## src/rtl/uart_tx_buf.sv

```systemverilog
// uart_tx_buf -- transmit-side byte FIFO that feeds a UART transmitter.
//
// The host pushes bytes with wr_en/w_data. Whenever the launcher is idle and
// the FIFO holds data, the oldest byte is popped into din and tx_start pulses
// for one cycle. The launcher then waits for tx_done_tick before launching
// the next byte.
//
// Optional feature: define UART_TX_BUF_OVF_EN to enable the sticky overflow
// flag (set on a write attempted while full, cleared by ovf_clr, set wins).
// Without it, ovf is tied to 0 and ovf_clr is ignored.
//
// Ports:
//   clk, rst      clock; asynchronous active-high reset
//   wr_en, w_data host write strobe and data
//   tx_done_tick  transmitter end-of-frame pulse
//   ovf_clr       overflow flag clear
//   tx_start, din registered launch pulse and launched byte
//   full, empty   FIFO occupancy flags
//   count         stored, not yet launched entries (0 .. 2**ADDR_W)
//   busy          launcher in WAIT or FIFO non-empty
//   ovf           sticky overflow flag
module uart_tx_buf #(
    parameter int ADDR_W = 4,
    parameter int DATA_W = 8
) (
    input  logic              clk,
    input  logic              rst,
    input  logic              wr_en,
    input  logic [DATA_W-1:0] w_data,
    input  logic              tx_done_tick,
    input  logic              ovf_clr,
    output logic              tx_start,
    output logic [DATA_W-1:0] din,
    output logic              full,
    output logic              empty,
    output logic [ADDR_W:0]   count,
    output logic              busy,
    output logic              ovf
);

    localparam int DEPTH = 1 << ADDR_W;

    typedef enum logic {IDLE, WAIT} state_t;

    state_t              state_q, state_d;
    logic [ADDR_W-1:0]   wr_ptr_q, wr_ptr_d;
    logic [ADDR_W-1:0]   rd_ptr_q, rd_ptr_d;
    logic [ADDR_W:0]     count_q, count_d;
    logic                tx_start_q, tx_start_d;
    logic [DATA_W-1:0]   din_q, din_d;
    logic [DATA_W-1:0]   mem_q [DEPTH];

    logic wr_accept;
    logic launch;

    // full is taken from the registered count, so a launch in the same cycle
    // does not make room for a write.
    assign full      = (count_q == (ADDR_W+1)'(DEPTH));
    assign empty     = (count_q == '0);
    assign wr_accept = wr_en && !full;
    assign launch    = (state_q == IDLE) && (count_q != '0);

    always_comb begin
        state_d    = state_q;
        wr_ptr_d   = wr_ptr_q;
        rd_ptr_d   = rd_ptr_q;
        din_d      = din_q;
        tx_start_d = 1'b0;

        if (wr_accept)
            wr_ptr_d = wr_ptr_q + ADDR_W'(1);

        case (state_q)
            IDLE: begin
                if (launch) begin
                    din_d      = mem_q[rd_ptr_q];
                    rd_ptr_d   = rd_ptr_q + ADDR_W'(1);
                    tx_start_d = 1'b1;
                    state_d    = WAIT;
                end
            end
            WAIT: begin
                if (tx_done_tick)
                    state_d = IDLE;
            end
            default: state_d = IDLE;
        endcase

        // Accept and launch in the same cycle cancel out.
        count_d = count_q + (ADDR_W+1)'(wr_accept) - (ADDR_W+1)'(launch);
    end

    always_ff @(posedge clk or posedge rst) begin
        if (rst) begin
            state_q    <= IDLE;
            wr_ptr_q   <= '0;
            rd_ptr_q   <= '0;
            count_q    <= '0;
            tx_start_q <= 1'b0;
            din_q      <= '0;
        end else begin
            state_q    <= state_d;
            wr_ptr_q   <= wr_ptr_d;
            rd_ptr_q   <= rd_ptr_d;
            count_q    <= count_d;
            tx_start_q <= tx_start_d;
            din_q      <= din_d;
        end
    end

    // Storage is not reset; the pointers and count define what is valid.
    always_ff @(posedge clk) begin
        if (wr_accept)
            mem_q[wr_ptr_q] <= w_data;
    end

`ifdef UART_TX_BUF_OVF_EN
    logic ovf_q, ovf_d;

    always_comb begin
        ovf_d = ovf_q;
        if (wr_en && full)
            ovf_d = 1'b1;
        else if (ovf_clr)
            ovf_d = 1'b0;
    end

    always_ff @(posedge clk or posedge rst) begin
        if (rst) ovf_q <= 1'b0;
        else     ovf_q <= ovf_d;
    end

    assign ovf = ovf_q;
`else
    logic unused_ovf_clr;
    assign unused_ovf_clr = ovf_clr;
    assign ovf            = 1'b0;
`endif

    assign tx_start = tx_start_q;
    assign din      = din_q;
    assign count    = count_q;
    assign busy     = (state_q != IDLE) || (count_q != '0);

endmodule

```

## config.mk

```make
export PLATFORM = sky130hd
export DESIGN_NAME = uart_tx_buf
export DESIGN_NICKNAME = d
export VERILOG_FILES = /design/src/rtl/uart_tx_buf.sv
export SDC_FILE = /design/constraint.sdc
export NUM_CORES = 1
export LEC_CHECK = 0
export ABC_AREA = 1
export BUFFER_PORTS_ARGS = -buffer_cell sky130_fd_sc_hd__buf_2
export CAP_MARGIN = 20
export CORE_UTILIZATION = 65
export DETAILED_ROUTE_END_ITERATION = 16
export GPL_TIMING_DRIVEN = 0
export PLACE_DENSITY = 0.83
export SETUP_SLACK_MARGIN = 0.02
export SYNTH_ARGS = -nofsm -noshare
export SYNTH_HDL_FRONTEND = slang
export SYNTH_SLANG_ARGS = --single-unit
```

## constraint.sdc

```tcl
create_clock -name clk -period 5.8 [get_ports clk]
set_input_delay 0.29 -clock clk [delete_from_list [all_inputs] [get_ports clk]]
set_output_delay 0.29 -clock clk [all_outputs]
set_load 0.01 [all_outputs]
```

==> run summary, run 1 <==
======================================================================================
Run status                                                                finished, final reports clean
Cell count of the worst hold path                                                    1
Max FO, Critical Path                                                               11
Destination of the worst register-to-register timing path                     count[4]
All-layer global routing usage                                                  31.60%
Number of setup violations in the final report                                       0
Number of cells on the worst reg-to-reg path                                        13
Net count after synthesis                                                          683
Synthesis warning total                                                              0
Count of state elements after synthesis                                            151
Commonest cells after routing, fill and taps aside                        sky130_fd_sc_hd__nand2_1 (208), sky130_fd_sc_hd__edfxtp_1 (128), sky130_fd_sc_hd__inv_1 (119), sky130_fd_sc_hd__nand3_1 (99), sky130_fd_sc_hd__buf_2 (46)
Vias after detailed routing                                                       4752
# DRC                                                                                0
Number of antenna violations at the first check in global routing                    0
Total global routing overflow                                                        0
Per-cell routed wire length                                                   18.18 um
Worst supply voltage drop on vdd                                              306.3 uV
Unrepaired setup endpoints after global routing                                     no
Global-route wire length before repair                                        23.36 mm
NumNets Final                                                                      732
Final hold violations                                                                0
Worst setup EP type                                                               flop
Number of max-slew violations in the final report                                    0
Maximum level of the CTS H-tree                                                      4
TritonCTS clock tree                                                             built
Beginning of the worst register-to-register path                              count[2]
Master cell of the clock root buffer                                      sky130_fd_sc_hd__clkbuf_8
End point of the worst hold path                                           mem_q[2][4]
Clock latency on the worst-skew pair                                           0.53 ns
Launch instance of the worst min-delay path                                  w_data[4]
DP Wirelength                                                                 9.938 mm
Setup crit start kind                                                             flop
Total power divided by cell area                                          543.0 mW/mm^2
Horiz. Die Dim                                                                103.4 um
Count of filler cells inserted in the layout                                       608
Number of vias per cell after detailed routing                                   5.577
Post-route setup TNS                                                              0 ns
Max-cap viol count                                                                   0
Post-synthesis to final-layout area growth                                      15.26%
Sink count of the clock tree                                                       151
Startpoint of the most critical setup path                                    count[2]
Avg Cell Area, Syn                                                          10.16 um^2
Summed instance area of the synthesized netlist                           0.006683 mm^2
Number of cells produced by synthesis                                              658
Number of nets with antenna violations after routing                                 0
Post-CTS repair timing setup buffer count                                            0
Clock skew after layout                                                    0.009198 ns
Maximum number of pins on one net before global-route repair                        24
Type of the setup path with the least slack                               flop to flop
Starting density of the core                                                    67.74%
Required time of the critical path                                             6.26 ns
Die H                                                                         103.4 um
Clock buffer depth                                                                   2
Quantity of gates resized following cts                                              0
Clock slew at the register clock pins of the worst setup and hold paths        0.07 ns
Die footprint                                                             0.01069 mm^2
Shortest period the worst path allows                                         2.652 ns
Post-route cell area                                                      0.007702 mm^2
Quantity of I/O buffers inserted on ports                                           28
Kind of path behind the tightest hold check                               input pin to flop
Worst-Margin Slew                                                            0.8411 ns
Number of global-route vias before repair                                         4538
Placement Cell Area                                                       0.006989 mm^2
Io pins                                                                             31
Leading cell type in the layout, fill and taps excluded                   sky130_fd_sc_hd__nand2_1
Share of cells above drive strength 1                                           11.96%
Slack of the worst reg-to-reg path                                             3.15 ns
Max frequency                                                                377.0 MHz
Register area share after synthesis                                             66.13%
Standard cell core area                                                   0.009864 mm^2
Starting DRT DRC Count                                                             390
Global placer's final weighted congestion                                        1.027
Number of buffers created by CTS                                                    17
Leakage power of the design                                                   3.531 nW
Number of hold buffers added after CTS                                               2
Arrival time of the worst setup path                                           3.11 ns
Number of distinct library cells after synthesis                                    20
First drt pass iteration count                                                       5
Tcrit/Tclk final                                                                45.73%
Max_slew headroom                                                               43.86%
Standard-cell row count                                                             36
Final wirelength                                                              15.49 mm
Inserted Diodes                                                                      0
======================================================================================
synth_stat cells (all sizes together):
cell type | number | area, um^2
nand3 | 99 | 495.5
xnor2 | 2 | 17.52
nand4 | 2 | 12.51
fa | 1 | 20.02
dfrtp | 23 | 575.6
clkinv | 2 | 7.510
buf | 27 | 161.4
edfxtp | 128 | 3844
clkbuf | 1 | 3.750
o21ai | 5 | 25.02
nor2 | 18 | 67.56
conb | 1 | 3.750
nand2 | 208 | 780.8
inv | 120 | 450.4
ha | 11 | 137.6
xor2 | 8 | 70.07
a21oi | 2 | 10.01
how the worst max path moves through the flow:
stage / cells after the start / endpoint / slack (ns)
after floorplan: 13 / count[4] / 3.40
after global placement: 13 / count[4] / 3.25
after detailed placement: 13 / count[4] / 3.17
after CTS: 13 / count[4] / 3.15
after global routing: 13 / count[4] / 2.96
final: 13 / count[4] / 3.15
worst max-delay path, cell delays in order (launching register included):
cell	delay, ns
sky130_fd_sc_hd__dfrtp_1	0.38
sky130_fd_sc_hd__inv_1	0.07
sky130_fd_sc_hd__ha_1	0.21
sky130_fd_sc_hd__nand4_1	0.12
sky130_fd_sc_hd__nand2_1	0.09
sky130_fd_sc_hd__inv_1	0.13
sky130_fd_sc_hd__buf_2	0.25
sky130_fd_sc_hd__ha_1	0.27
sky130_fd_sc_hd__inv_1	0.07
sky130_fd_sc_hd__ha_1	0.16
sky130_fd_sc_hd__inv_1	0.06
sky130_fd_sc_hd__fa_1	0.39
sky130_fd_sc_hd__o21ai_0	0.22
sky130_fd_sc_hd__xor2_1	0.16
cell families after synthesis:
group	synth area share, %
AOI/OAI and AO/OA	0.5242
xor gates and xnor gates	1.311
adders and majority gates	2.359
buffers and inverters	9.324
DFF	66.13
other	0.05612
and+or+nand+nor	20.30
where the power goes:
group          internal, W  switching [W]
registers          0.00136      0.0000845
logic             0.000454       0.000984
clock network     0.000868       0.000429
flip-flops by register name (all words and copies together), names as in the netlist:
signal and flops:
din 8, rd_ptr_q 4, wr_ptr_q 4, state_q 1, mem_q 128, tx_start 1
count 5
metrics by stage:
stage | power [W] | utilization [%] | instances | setup slack [ns] | hold WS, ns
after CTS | 0.004142 | 78.08 | 852 | 3.147 | 0.1546
final | 0.004182 | 78.08 | 852 | 3.148 | 0.1711
after floorplan | 0.002396 | - | 658 | 3.405 | 0.2919
after detailed placement | 0.002830 | 70.85 | 819 | 3.168 | 0.4609
after global placement | 0.002773 | 70.85 | 819 | 3.253 | 0.4602
after global routing | 0.004380 | 78.08 | 852 | 2.963 | 0.1749
per-layer routing:
layer / share of wire, % / vias to the layer above / routed length, um / GRT usage (%)
met2: 47 / 299 / 7319 / 50.38
met5: 0 / - / 0 / 0
met4: 4.6 / 0 / 709 / 16.68
li1: - / 2192 / - / -
met3: 10 / 64 / 1553 / 8.199
met1: 38 / 2197 / 5911 / 40.17
final cells by class:
type / count / area, um^2 / share of cell area (%)
Buffer: 28 / 165.2 / 2.144
Clock buffer: 17 / 414.1 / 5.377
Clock inverter: 14 / 279.0 / 3.622
Inverter: 122 / 457.9 / 5.945
Multi-Input combinational cell: 357 / 1640 / 21.30
Sequential cell: 151 / 4419 / 57.37
Tap cell: 133 / 166.4 / 2.160
Timing Repair Buffer: 30 / 160.2 / 2.079
(Power assumes the default switching activity.)
==> run 2, diff against run 1 <==
- CORE_UTILIZATION: 65 -> 61
- PLACE_DENSITY: 0.83 -> 0.78
- clock period: 5.8 -> 2.52 ns (I/O delays scaled with it)
==> run 2 against run 1 <==
Sequential cell count stayed put; sequential power up 130%; count of clock-buffer cells in the layout up 1; clock power is 80% higher; via count fell by 4.2%; wire length fell by 4.0%; critical path depth down 1; global-route usage is 3.1 points lower; largest cell class unchanged; core utilization decreased by 5.2 points; fmax increased by 13%.
==> run summary, run 2 (synthesis results as in run 1) <==
======================================================================================
Run status                                                                finished, final reports clean
Horiz. Die Dim                                                                106.7 um   +3.2%
Sink count of the clock tree                                                       151   unchanged
Leakage power of the design                                                   3.481 nW   -1.4%
Max-cap viol count                                                                   0   unchanged
Clock buffer depth                                                                   2   unchanged
Commonest cells after routing, fill and taps aside                        sky130_fd_sc_hd__nand2_1 (207), sky130_fd_sc_hd__edfxtp_1 (128), sky130_fd_sc_hd__inv_1 (116), sky130_fd_sc_hd__nand3_1 (99), sky130_fd_sc_hd__buf_2 (45)
Post-synthesis to final-layout area growth                                      14.12%
Max_slew headroom                                                               44.38%   +0.51 points
Leading cell type in the layout, fill and taps excluded                   sky130_fd_sc_hd__nand2_1
Number of antenna violations at the first check in global routing                    0   unchanged
Standard-cell row count                                                             37   +2.8%
Clock skew after layout                                                     0.01622 ns   +0.007025 ns
Clock latency on the worst-skew pair                                           0.53 ns   about the same
Met3 wire len                                                                 1.197 mm   -23%
Inserted Diodes                                                                      0   unchanged
Final wirelength                                                              14.87 mm   -4.0%
Starting DRT DRC Count                                                             398   +2.1%
Worst supply voltage drop on vdd                                              692.6 uV   +130%
Clock slew at the register clock pins of the worst setup and hold paths        0.06 ns   about the same
Number of vias per cell after detailed routing                                   5.295   -5.1%
Number of gates on the worst path with buffers counted                              12   -1
TritonCTS clock tree                                                             built
All-layer global routing usage                                                  28.53%   -3.1 points
Global-route wire length before repair                                        23.20 mm   -0.65%
Die H                                                                         106.7 um   +3.2%
Total power divided by cell area                                          1181 mW/mm^2   +120%
Sum of buffers and inverters on the critical path                                    4   -1
Number of cells on the worst reg-to-reg path                                        12   -1
Placement Cell Area                                                       0.006993 mm^2   about the same
Cell count of the worst hold path                                                    1   unchanged
Io pins                                                                             31   unchanged
Library cell contributing the largest single delay on the critical path   sky130_fd_sc_hd__dfrtp_1
Post-route cell area                                                      0.007626 mm^2   -0.99%
Unrepaired setup endpoints after global routing                                     no
Post-route setup TNS                                                              0 ns   unchanged
Max frequency                                                                427.6 MHz   +13%
Max FO, Critical Path                                                               15   +4
Standard cell core area                                                   0.01046 mm^2   +6.1%
Vias after detailed routing                                                       4554   -4.2%
Quantity of I/O buffers inserted on ports                                           28   unchanged
Total global routing overflow                                                        0   unchanged
Series of cell instances along the critical path                          inv_2 -> ha_2 -> nand4_1 -> nand2_2 -> inv_4 -> ha_1 -> inv_1 -> ha_2 -> inv_1 -> fa_2 -> o21ai_2 -> xor2_1
Largest register FFs                                                               128   unchanged
Maximum level of the CTS H-tree                                                      4   unchanged
Number of setup violations in the final report                                       0   unchanged
Die footprint                                                             0.01138 mm^2   +6.4%
Kind of path behind the tightest hold check                               input pin to flop
Per-cell routed wire length                                                   17.29 um   -4.9%
NumNets Final                                                                      737   +0.68%
# DRC                                                                                0   unchanged
Hold WS                                                                     0.01824 ns   -0.1529 ns
Share of cells above drive strength 1                                           13.26%   +1.3 points
Worst-Margin Slew                                                            0.8334 ns   -0.007705 ns
Critical Path Max Stage Delay                                                  0.40 ns   about the same
Number of global-route vias before repair                                         4394   -3.2%
Number of nets with antenna violations after routing                                 0   unchanged
Required time of the critical path                                             2.98 ns   -3.28 ns
Maximum number of pins on one net before global-route repair                        24   unchanged
Post-route met1 wirelength                                                    6.245 mm   +5.7%
Setup crit start kind                                                             flop
Met2 wire length                                                              7.093 mm   -3.1%
Arrival time of the worst setup path                                           2.80 ns   -0.31 ns
Register with the most flip-flops                                                mem_q
Global placer's final weighted congestion                                        1.015   -1.2%
Tcrit/Tclk final                                                                92.81%   +47 points
Master cell of the clock root buffer                                      sky130_fd_sc_hd__clkbuf_8
Worst setup EP type                                                               flop
Starting density of the core                                                    63.87%   -3.9 points
Type of the setup path with the least slack                               flop to flop
Final hold violations                                                                0   unchanged
DP Wirelength                                                                 10.17 mm   +2.3%
Shortest period the worst path allows                                         2.339 ns   -0.3134 ns
Number of buffers created by CTS                                                    17   unchanged
First drt pass iteration count                                                       5   unchanged
Highest metal layer used by the detailed router                                   met4
Cell class contributing the biggest share of worst-path delay              adder cells
Number of max-slew violations in the final report                                    0   unchanged
======================================================================================
[run 2: worst paths after layout]
path | start | end | slack (ns)
min in group asynchronous | rst | count[1] | 0.31
max reg2reg | count[3] | count[4] | 0.18
min reg2reg | din[6] | din[6] | 0.48
min | w_data[2] | mem_q[9][2] | 0.02
max in group asynchronous | rst | din[3] | 1.69
max | count[3] | count[4] | 0.18
[run 2: what timing repair did]
| item | CTS | global route |
|---|---|---|
| pin swaps | 3 | 3 |
| hold buffers | 4 | 0 |
| endpoints found under the setup margin | 1 | 11 |
| resized for setup | 5 | 8 |
| setup buffers | 1 | 3 |
| hold endpoints to repair | 41 | 0 |
[run 2: layer usage]
layer / up-vias / GRT usage [%]
met3: 26 / 6.322
li1: 2196 / -
met2: 211 / 45.48
met1: 2121 / 38.92
met4: 0 / 10.18
met5: - / 0
[run 2: final cells by class]
| class | instances | area, um^2 |
|---|---|---|
| flip-flops and latches | 151 | 4419 |
| fillers | 733 | 2836 |
| multi-input cells | 357 | 1654 |
| inverters | 122 | 460.4 |
| clock buffers | 18 | 417.9 |
| repair buffers | 36 | 210.2 |
| well taps | 136 | 170.2 |
| plain buffers | 27 | 160.2 |
| clock inverters | 13 | 133.9 |
[run 2: per-stage QoR]
step / util (%) / cells / power (W) / setup slack [ns]
6_report: 72.89 / 860 / 0.009004 / 0.1811
5_1_grt: 72.89 / 860 / 0.009515 / 0.05416
4_1_cts: 72.69 / 858 / 0.008921 / 0.04601
3_5_place_dp: 66.84 / 822 / 0.006538 / -0.1670
3_3_place_gp: 66.84 / 822 / 0.006408 / -0.03590
2_1_floorplan: - / 658 / 0.005513 / 0.1247
[run 2: worst reg2reg max path: stages (launching register included)]
cell	delay (ns)
sky130_fd_sc_hd__dfrtp_1	0.40
sky130_fd_sc_hd__inv_2	0.07
sky130_fd_sc_hd__ha_2	0.17
sky130_fd_sc_hd__nand4_1	0.13
sky130_fd_sc_hd__nand2_2	0.13
sky130_fd_sc_hd__inv_4	0.09
sky130_fd_sc_hd__ha_1	0.30
sky130_fd_sc_hd__inv_1	0.06
sky130_fd_sc_hd__ha_2	0.17
sky130_fd_sc_hd__inv_1	0.06
sky130_fd_sc_hd__fa_2	0.39
sky130_fd_sc_hd__o21ai_2	0.17
sky130_fd_sc_hd__xor2_1	0.14
[run 2: power breakdown]
group	leakage, nW	total (W)	internal, W	switching [W]
logic	1.78	0.00334	0.00109	0.00225
registers	1.43	0.00332	0.00314	0.000186
clock network	0.268	0.00234	0.00139	0.000943
